File: config.mk
export PLATFORM = sky130hd
export DESIGN_NAME = adc_result_fifo
export DESIGN_NICKNAME = d
export VERILOG_FILES = /design/src/rtl/adc_result_pkg.sv /design/src/rtl/adc_result_fifo_mem.sv /design/src/rtl/adc_result_fifo.sv
export SDC_FILE = /design/constraint.sdc
export NUM_CORES = 1
export LEC_CHECK = 0
export CAP_MARGIN = 10
export CELL_PAD_IN_SITES_DETAIL_PLACEMENT = 1
export CELL_PAD_IN_SITES_GLOBAL_PLACEMENT = 2
export CORE_MARGIN = 5
export CORE_UTILIZATION = 40
export CTS_CLUSTER_DIAMETER = 40
export DETAILED_ROUTE_END_ITERATION = 6
export PLACE_DENSITY_LB_ADDON = 0.1
export SYNTH_ARGS = -nofsm -noshare
export SYNTH_HDL_FRONTEND = slang
export SYNTH_HIERARCHICAL = 1
export SYNTH_SLANG_ARGS = --single-unit
File: constraint.sdc
create_clock -name clk_dig_in -period 2.83 [get_ports clk_dig_in]
set_input_delay 0.849 -clock clk_dig_in [delete_from_list [all_inputs] [get_ports clk_dig_in]]
set_output_delay 0.849 -clock clk_dig_in [all_outputs]
set_load 0.03 [all_outputs]
File: src/rtl/adc_result_pkg.sv
// Shared constants for the ADC result FIFO: default geometry, tag width and
// the derived pointer width.
package adc_result_pkg;

    localparam int WIDTH_DEF = 16;
    localparam int DEPTH_DEF = 8;
    localparam int TAG_W     = 4;

    // Pointer width for a power-of-two depth; never below one bit.
    function automatic int ptr_width(input int depth);
        return (depth < 2) ? 1 : $clog2(depth);
    endfunction

    localparam int PTR_W_DEF = ptr_width(DEPTH_DEF);

endpackage

File: src/rtl/adc_result_fifo_mem.sv
// Storage array for the ADC result FIFO: one synchronous write port and one
// asynchronous read port. Contents are not reset.
module adc_result_fifo_mem #(
    parameter int DW    = 16,
    parameter int AW    = 3,
    parameter int DEPTH = 8
) (
    input  logic          clk_dig_in,
    input  logic          wr_en_in,
    input  logic [AW-1:0] wr_addr_in,
    input  logic [DW-1:0] wr_data_in,
    input  logic [AW-1:0] rd_addr_in,
    output logic [DW-1:0] rd_data_out
);

    logic [DW-1:0] mem_q [DEPTH];

    always_ff @(posedge clk_dig_in) begin
        if (wr_en_in) begin
            mem_q[wr_addr_in] <= wr_data_in;
        end
    end

    assign rd_data_out = mem_q[rd_addr_in];

endmodule

File: src/rtl/adc_result_fifo.sv
// Show-ahead FIFO capturing ADC results on each rising edge of the core's
// result-ready level. Define ADC_RESULT_FIFO_TAG_EN to add a per-entry sequence tag.
module adc_result_fifo
    import adc_result_pkg::*;
#(
    parameter int WIDTH = WIDTH_DEF,
    parameter int DEPTH = DEPTH_DEF
) (
    input  logic                          clk_dig_in,
    input  logic                          rst_n,
    input  logic [WIDTH-1:0]              result_in,
    input  logic                          conv_finished_in,
    input  logic                          clear_in,
    input  logic                          ready_in,
    output logic [WIDTH-1:0]              data_out,
    output logic                          valid_out,
    output logic [ptr_width(DEPTH):0]     level_out,
    output logic                          full_out,
    output logic                          empty_out,
    output logic                          overflow_out
`ifdef ADC_RESULT_FIFO_TAG_EN
    ,
    output logic [TAG_W-1:0]              tag_out
`endif
);

    localparam int PTR_W = ptr_width(DEPTH);
    localparam int LVL_W = PTR_W + 1;
`ifdef ADC_RESULT_FIFO_TAG_EN
    localparam int MEM_W = WIDTH + TAG_W;
`else
    localparam int MEM_W = WIDTH;
`endif

    logic [PTR_W-1:0] wr_ptr_q, wr_ptr_d;
    logic [PTR_W-1:0] rd_ptr_q, rd_ptr_d;
    logic [LVL_W-1:0] level_q, level_d;
    logic             overflow_q, overflow_d;
    logic             conv_prev_q;

    logic             push_det;
    logic             is_empty;
    logic             is_full;
    logic             pop_req;
    logic             wr_en;
    logic             rd_en;
    logic [MEM_W-1:0] wr_word;
    logic [MEM_W-1:0] rd_word;

    always_comb begin
        push_det = conv_finished_in & ~conv_prev_q;
        is_empty = (level_q == '0);
        is_full  = (level_q == LVL_W'(DEPTH));
        pop_req  = ~is_empty & ready_in;
        // A push into a full FIFO only lands if the head leaves on the same edge.
        wr_en    = push_det & (~is_full | pop_req) & ~clear_in;
        rd_en    = pop_req & ~clear_in;

        wr_ptr_d   = wr_ptr_q;
        rd_ptr_d   = rd_ptr_q;
        level_d    = level_q;
        overflow_d = overflow_q;

        if (clear_in) begin
            wr_ptr_d   = '0;
            rd_ptr_d   = '0;
            level_d    = '0;
            overflow_d = 1'b0;
        end else begin
            if (wr_en) begin
                wr_ptr_d = wr_ptr_q + PTR_W'(1);
            end
            if (rd_en) begin
                rd_ptr_d = rd_ptr_q + PTR_W'(1);
            end
            case ({wr_en, rd_en})
                2'b10:   level_d = level_q + LVL_W'(1);
                2'b01:   level_d = level_q - LVL_W'(1);
                default: level_d = level_q;
            endcase
            if (push_det && is_full && !pop_req) begin
                overflow_d = 1'b1;
            end
        end
    end

    always_ff @(posedge clk_dig_in or negedge rst_n) begin
        if (!rst_n) begin
            wr_ptr_q    <= '0;
            rd_ptr_q    <= '0;
            level_q     <= '0;
            overflow_q  <= 1'b0;
            // Starts high so a level already asserted at reset release is not a push.
            conv_prev_q <= 1'b1;
        end else begin
            wr_ptr_q    <= wr_ptr_d;
            rd_ptr_q    <= rd_ptr_d;
            level_q     <= level_d;
            overflow_q  <= overflow_d;
            conv_prev_q <= conv_finished_in;
        end
    end

`ifdef ADC_RESULT_FIFO_TAG_EN
    logic [TAG_W-1:0] tag_cnt_q, tag_cnt_d;

    // Counts every detected edge, dropped pushes included.
    always_comb begin
        tag_cnt_d = tag_cnt_q;
        if (clear_in) begin
            tag_cnt_d = '0;
        end else if (push_det) begin
            tag_cnt_d = tag_cnt_q + TAG_W'(1);
        end
    end

    always_ff @(posedge clk_dig_in or negedge rst_n) begin
        if (!rst_n) begin
            tag_cnt_q <= '0;
        end else begin
            tag_cnt_q <= tag_cnt_d;
        end
    end

    assign wr_word = {tag_cnt_q, result_in};
    assign tag_out = is_empty ? '0 : rd_word[WIDTH +: TAG_W];
`else
    assign wr_word = result_in;
`endif

    adc_result_fifo_mem #(
        .DW    (MEM_W),
        .AW    (PTR_W),
        .DEPTH (DEPTH)
    ) u_mem (
        .clk_dig_in  (clk_dig_in),
        .wr_en_in    (wr_en),
        .wr_addr_in  (wr_ptr_q),
        .wr_data_in  (wr_word),
        .rd_addr_in  (rd_ptr_q),
        .rd_data_out (rd_word)
    );

    assign data_out     = is_empty ? '0 : rd_word[WIDTH-1:0];
    assign valid_out    = ~is_empty;
    assign level_out    = level_q;
    assign full_out     = is_full;
    assign empty_out    = is_empty;
    assign overflow_out = overflow_q;

endmodule

# Yosys cells after proc, flatten, opt, wreduce, memory -nomap -nowiden
# Memories as Yosys holds them, arrays and structs flattened.
# Index checks and enable logic that the tools add are counted.
[totals]
reg_bits = 12
ram_bits = 128
input_bits = 21
mem_count = 1
[memory_table]
columns = ["memory", "words", "width", "rd", "rd_clocked_by_memory_dff", "write_ports", "line", "text"]
rows = [
  ["u_mem.mem_q", 8, 16, 1, 0, 1, "adc_result_fifo_mem.sv:16", "logic [DW-1:0] mem_q [DEPTH];"],
]
[classes]
n_addsub = 4
eq_ne = 3
mux = 11
n_bitwise = 10
reduce_logical = 8
[ops]
columns = ["cell", "count"]
rows = [
  ["2-to-1 mux 16 bit", 1],
  ["2-to-1 mux 3 bit", 4],
  ["case mux 4 bit (2 select lines)", 1],
  ["adder 3 x 1 -> 3 bit (second input constant)", 2],
  ["nonzero test 2 bit", 3],
  ["AND 1 bit", 5],
  ["adder 4 x 1 -> 4 bit (second input constant)", 1],
  ["equality test 4 bit (second input constant)", 1],
  ["logical NOT 4 bit", 1],
  ["2-to-1 mux 1 bit", 4],
  ["2-to-1 mux 4 bit", 1],
  ["inverter 1 bit", 4],
  ["subtractor 4 x 1 -> 4 bit (second input constant)", 1],
  ["nonzero test 3 bit", 1],
  ["equality test 2 x 1 -> 1 bit (second input constant)", 1],
  ["equality test 2 bit (second input constant)", 1],
  ["logical AND 1 bit", 2],
  ["logical NOT 1 bit", 1],
  ["OR 1 bit", 1],
]

# Logic depth before layout (Yosys ltp)
[depth]
word_depth = 9
ltp_mapped = 8

# Cells and area by module
# Netlist, hierarchy kept.
[modules_own_cells]
columns = ["mod", "n_inst", "cells_each", "area_per_inst_um2", "seq_area_each_um2"]
rows = [
  ["adc_result_fifo_mem", 1, 198, 4973.5, 3843.7],
  ["adc_result_fifo", 1, 104, 924.6, 301.5],
]

# Least setup slack after synthesis
# Ideal clock, no wire load.
[synth_path]
path_type = "input to register"
startpoint = "in conv_finished_in"
endpoint = "mem u_mem.mem_q[0][0] (enable)"
setup_time_ns = 0.409
t_arrival_ns = 2.729
t_required_ns = 2.421
slack_ns = -0.308
path_stages = 6
path_buffers = 1
path_cell_list = "nor2b_1 clkbuf_1 o21ai_4 nor2_1 nand2b_1 nor3_1"
[synth_via]
elab_chain_cells = 5
[synth_lines]
columns = ["item", "line", "text"]
rows = [
  ["start, declared", "adc_result_fifo.sv:12", "input logic conv_finished_in,"],
  ["AND 1 bit", "adc_result_fifo.sv:51", "push_det = conv_finished_in & ~conv_prev_q;"],
  ["AND 1 bit (2 in a row)", "adc_result_fifo.sv:56", "wr_en = push_det & (~is_full | pop_req) & ~clear_in;"],
  ["named net wr_en", "adc_result_fifo.sv:45", "logic wr_en;"],
  ["2-to-1 mux 1 bit", "adc_result_fifo_mem.sv:19", "if (wr_en_in) begin"],
  ["2-to-1 mux 1 bit (implied by the code)", "adc_result_fifo_mem.sv:20", "mem_q[wr_addr_in] <= wr_data_in;"],
  ["end, declared", "adc_result_fifo_mem.sv:16", ""],
]
# The timed path passes the listed nets, and every way through them passes these cells.

# Worst setup path after layout
[layout_path]
startpoint = "reg rd_ptr_q[0]"
endpoint = "out data_out[9]"
[layout_via]
elab_chain_cells = 2
[layout_lines]
columns = ["item", "line", "text"]
rows = [
  ["start, declared", "adc_result_fifo.sv:36", "logic [PTR_W-1:0] rd_ptr_q, rd_ptr_d;"],
  ["start signal, assigned", "adc_result_fifo.sv:97", "rd_ptr_q <= rd_ptr_d;"],
  ["memory read (8 x 16 bit)", "n/a", ""],
  ["named net rd_word[9]", "adc_result_fifo.sv:48", "logic [MEM_W-1:0] rd_word;"],
  ["2-to-1 mux 16 bit", "adc_result_fifo.sv:144", "assign data_out = is_empty ? '0 : rd_word[WIDTH-1:0];"],
  ["end, declared", "adc_result_fifo.sv:15", "output logic [WIDTH-1:0] data_out,"],
]
# The timed path passes the listed nets, and every way through them passes these cells.

==> metrics.md <==
| Metric | Value |
|---|---|
| Status | `finished, violations left` |
| Violated checks | `setup timing` |
| Overall power | `0.00655 W` |
| Clock slew at reported path FFs | `~0.060 ns` |
| Setup_tns | `-2.58 ns` |
| Peak VDD IR | `0.474 mV` |
| Clock latency at the later pin of the worst-skew pair | `0.41 ns` |
| Wire length per cell | `22.2 um` |
| Routed vias/inst | `5.28` |
| Worst Path Max Fanout | `8` |
| Largest net degree at the start of global routing | `22` |
| Dpl cells | `553` |
| # fillers | `1330` |
| Synthesized flop and latch total | `140` |
| Remaining DRCs | `0` |
| # port buffers | `44` |
| Layout cell share with drive strength beyond 1 | `0.392` |
| Final Skew | `between 0.008 and 0.009 ns` |
| Setup ws final | `-0.204 ns` |
| RSZ-0062 raised after global routing | `yes` |
| Post-DP HPWL | `a little over 8000 um` |
| Final hold viol count | `0` |
| WL final | `13100 um` |
| Pre-Repair DR Iteration Count | `4` |
| Post-route ant nets | `0` |
| Asr flop ratio synth | `0.0857` |
| Vias in the first global route | `3481` |
| Die Height | `131 um` |
| Most frequent cells in the layout | `128 x edfxtp_1, 37 x buf_4, 30 x mux4_2` |
| Antenna Cells | `0` |
| Synthesized area | `5900 sq um` |
| Slew headroom | `0.558` |
| Dpl cell area | `6800 sq um` |
| Worst-case clock buffer depth | `2` |
| WP data arrival | `2.19 ns` |
| H-tree level count | `4` |
| Initial antenna violation count | `0` |
| Die width | `131 um` |
| Final Cell Area | `7510 sq um` |
| Synth top area share | `0.652` |
| Final Max Tran Viols | `0` |
| Warnings, synthesis | `6` |
| WS Path Type | `flop to output pin` |
| Min Tclk post-route | `3.03 ns` |
| Mapped Cells | `302` |
| Vias | `3115` |
| Final Setup Violations | `16` |
| TritonCTS clock tree | `done` |
| Yosys cell types | `44` |
| Grt ovf | `0` |
| Net count after synthesis | `328` |
| Final hold slack | `0.500 ns` |
| Area growth syn-to-layout | `27.4%` |
| Max Cap Viol | `0` |
| Root Buffer | `clkbuf_16` |
| Period utilization | `1.07` |
| Layout net count | `423` |
| Core box area | `between 10000 and 15000 sq um` |
| First-pass GRT wire length | `21100 um` |
| Hold Buf Count CTS | `0` |
| DR iter-0 viols | `about 150` |
| Startpoint Class | `flop` |
| Mean Syn Cell Area | `19.5 sq um` |
| Synth Flop Type | `edfxtp_1` |
| Routability cong. | `between 0.7 and 0.8` |
| # IOs | `45` |
| Ranking of synthesized cells by area | `edfxtp_1 65%, mux4_1 12%, dfrtp_1 4.7%, mux2_2 3.1%, and2_1 1.7%` |
| Worst min path class | `flop to flop` |
| PwrDens | `a little under 900 nW/um^2` |
| P_leak | `2.63 nW` |
| Number of flops mapped to enable cells by yosys | `roughly 130` |
| Sequential fraction of the synthesis area | `0.703` |
| Most area-hungry cell type in the Yosys netlist | `edfxtp_1` |
| Initial Util | `0.407` |
| Worst EP required | `1.98 ns` |
| Fin cells | `590` |
| Rows | `44` |
| CTS buffer count | `17` |
| GRT Total Usage | `0.160` |
| Commonest non-fill, non-tap cell in the layout | `edfxtp_1` |
| Kind of end point of the critical path | `output pin` |
| Die footprint | `roughly 17000 sq um` |
| Worst Tran Pin Value | `around 0.66 ns` |
| Clock Sinks | `140` |
| Peak Freq | `0.330 GHz` |
==> metal layers <==
layer / vias up / wire length, um / GRT usage
met5: - / 0 / 0
met1: 1657 / 6030 / 0.219
met2: 49 / 6510 / 0.257
met4: 0 / 149 / 0.0497
met3: 12 / 386 / 0.0340
li1: 1397 / - / -
==> repair_timing <==
item                                    4_1_cts  5_1_grt
setup buffers                                 4        2
gates resized for setup                     151        8
pin swaps                                     0        1
endpoints found under the setup margin       18       17
cloned                                        3        0
==> cell usage after synthesis, drive strengths merged (4+ instances only) <==
master and instances:
mux2 17, edfxtp 128, a21oi 4, clkbuf 5, nor2 16, and2 16
mux4 32, nand2 10, ha 4, nand2b 4, nor3 6, buf 11
dfrtp 11, xor2 4, nand3 6
==> final cells by class <==
| cell class | instances | area [sq um] | area share |
|---|---|---|---|
| sequential | 140 | 4150 | 0.552 |
| multi-input combinational | 144 | 1640 | 0.218 |
| timing repair buffer | 92 | 983 | 0.131 |
| clock buffer | 18 | 429 | 0.0571 |
| tap | 184 | 230 | 0.0306 |
| clock inverter | 10 | 80.1 | 0.0107 |
| inverter | 2 | 7.51 | 0.000999 |
==> where the power goes <==
| group | switching, W | leakage, nW | total [W] | internal, W |
|---|---|---|---|---|
| logic | 0.00105 | 1.07 | 0.00228 | 0.00122 |
| clock network | 0.000760 | 0.246 | 0.00193 | 0.00117 |
| registers | 0.0000368 | 1.31 | 0.00234 | 0.00231 |
==> worst paths after layout <==
check / start / end / slack, ns / cells past startpoint
hold reg to reg: overflow_out$_DFFE_PN0P_ / overflow_out$_DFFE_PN0P_ / 0.50 / 2
min in group asynchronous: rst_n / overflow_out$_DFFE_PN0P_ / 0.85 / 1
hold / removal: overflow_out$_DFFE_PN0P_ / overflow_out$_DFFE_PN0P_ / 0.50 / 2
setup / recovery: rd_ptr_q[0]$_DFFE_PN0P_ / data_out[9] / -0.20 / 7
max in group asynchronous: rst_n / rd_ptr_q[0]$_DFFE_PN0P_ / 1.52 / 1
setup reg to reg: level_out[3]$_DFFE_PN0P_ / level_out[3]$_DFFE_PN0P_ / 0.26 / 8
==> critical path, stage by stage (launching register included) <==
cell and delay [ns]:
dfrtp_2 0.43, buf_12 0.13, buf_12 0.12, buf_6 0.09, mux4_2 0.47, mux2_4 0.27, and2_4 0.14, buf_6 0.13
==> stage by stage <==
stage | setup slack, ns | util
3_3_place_gp | -0.224 | 0.470
2_1_floorplan | 0.0459 | -
4_1_cts | -0.223 | 0.515
3_5_place_dp | -0.231 | 0.470
5_1_grt | -0.280 | 0.519
6_report | -0.204 | 0.519
==> flip-flops by register name, summed over array words and instances (netlist names) <==
register	cells
wr_ptr_q	3
level_out	4
u_mem/mem_q	128
conv_prev_q	1
rd_ptr_q	3
overflow_out	1
==> kinds of logic after synthesis <==
family / count (synthesis) / share of synthesized area
AO/OA/AOI/OAI: 14 / 0.0182
XOR/XNOR: 5 / 0.00742
adder cells (fa/ha/maj): 5 / 0.0119
buffers and inverters: 18 / 0.0185
flip-flops: 140 / 0.703
multiplexers: 51 / 0.176
AND/OR/NAND/NOR: 69 / 0.0647
Note: power is estimated with default switching activity, not from simulation.
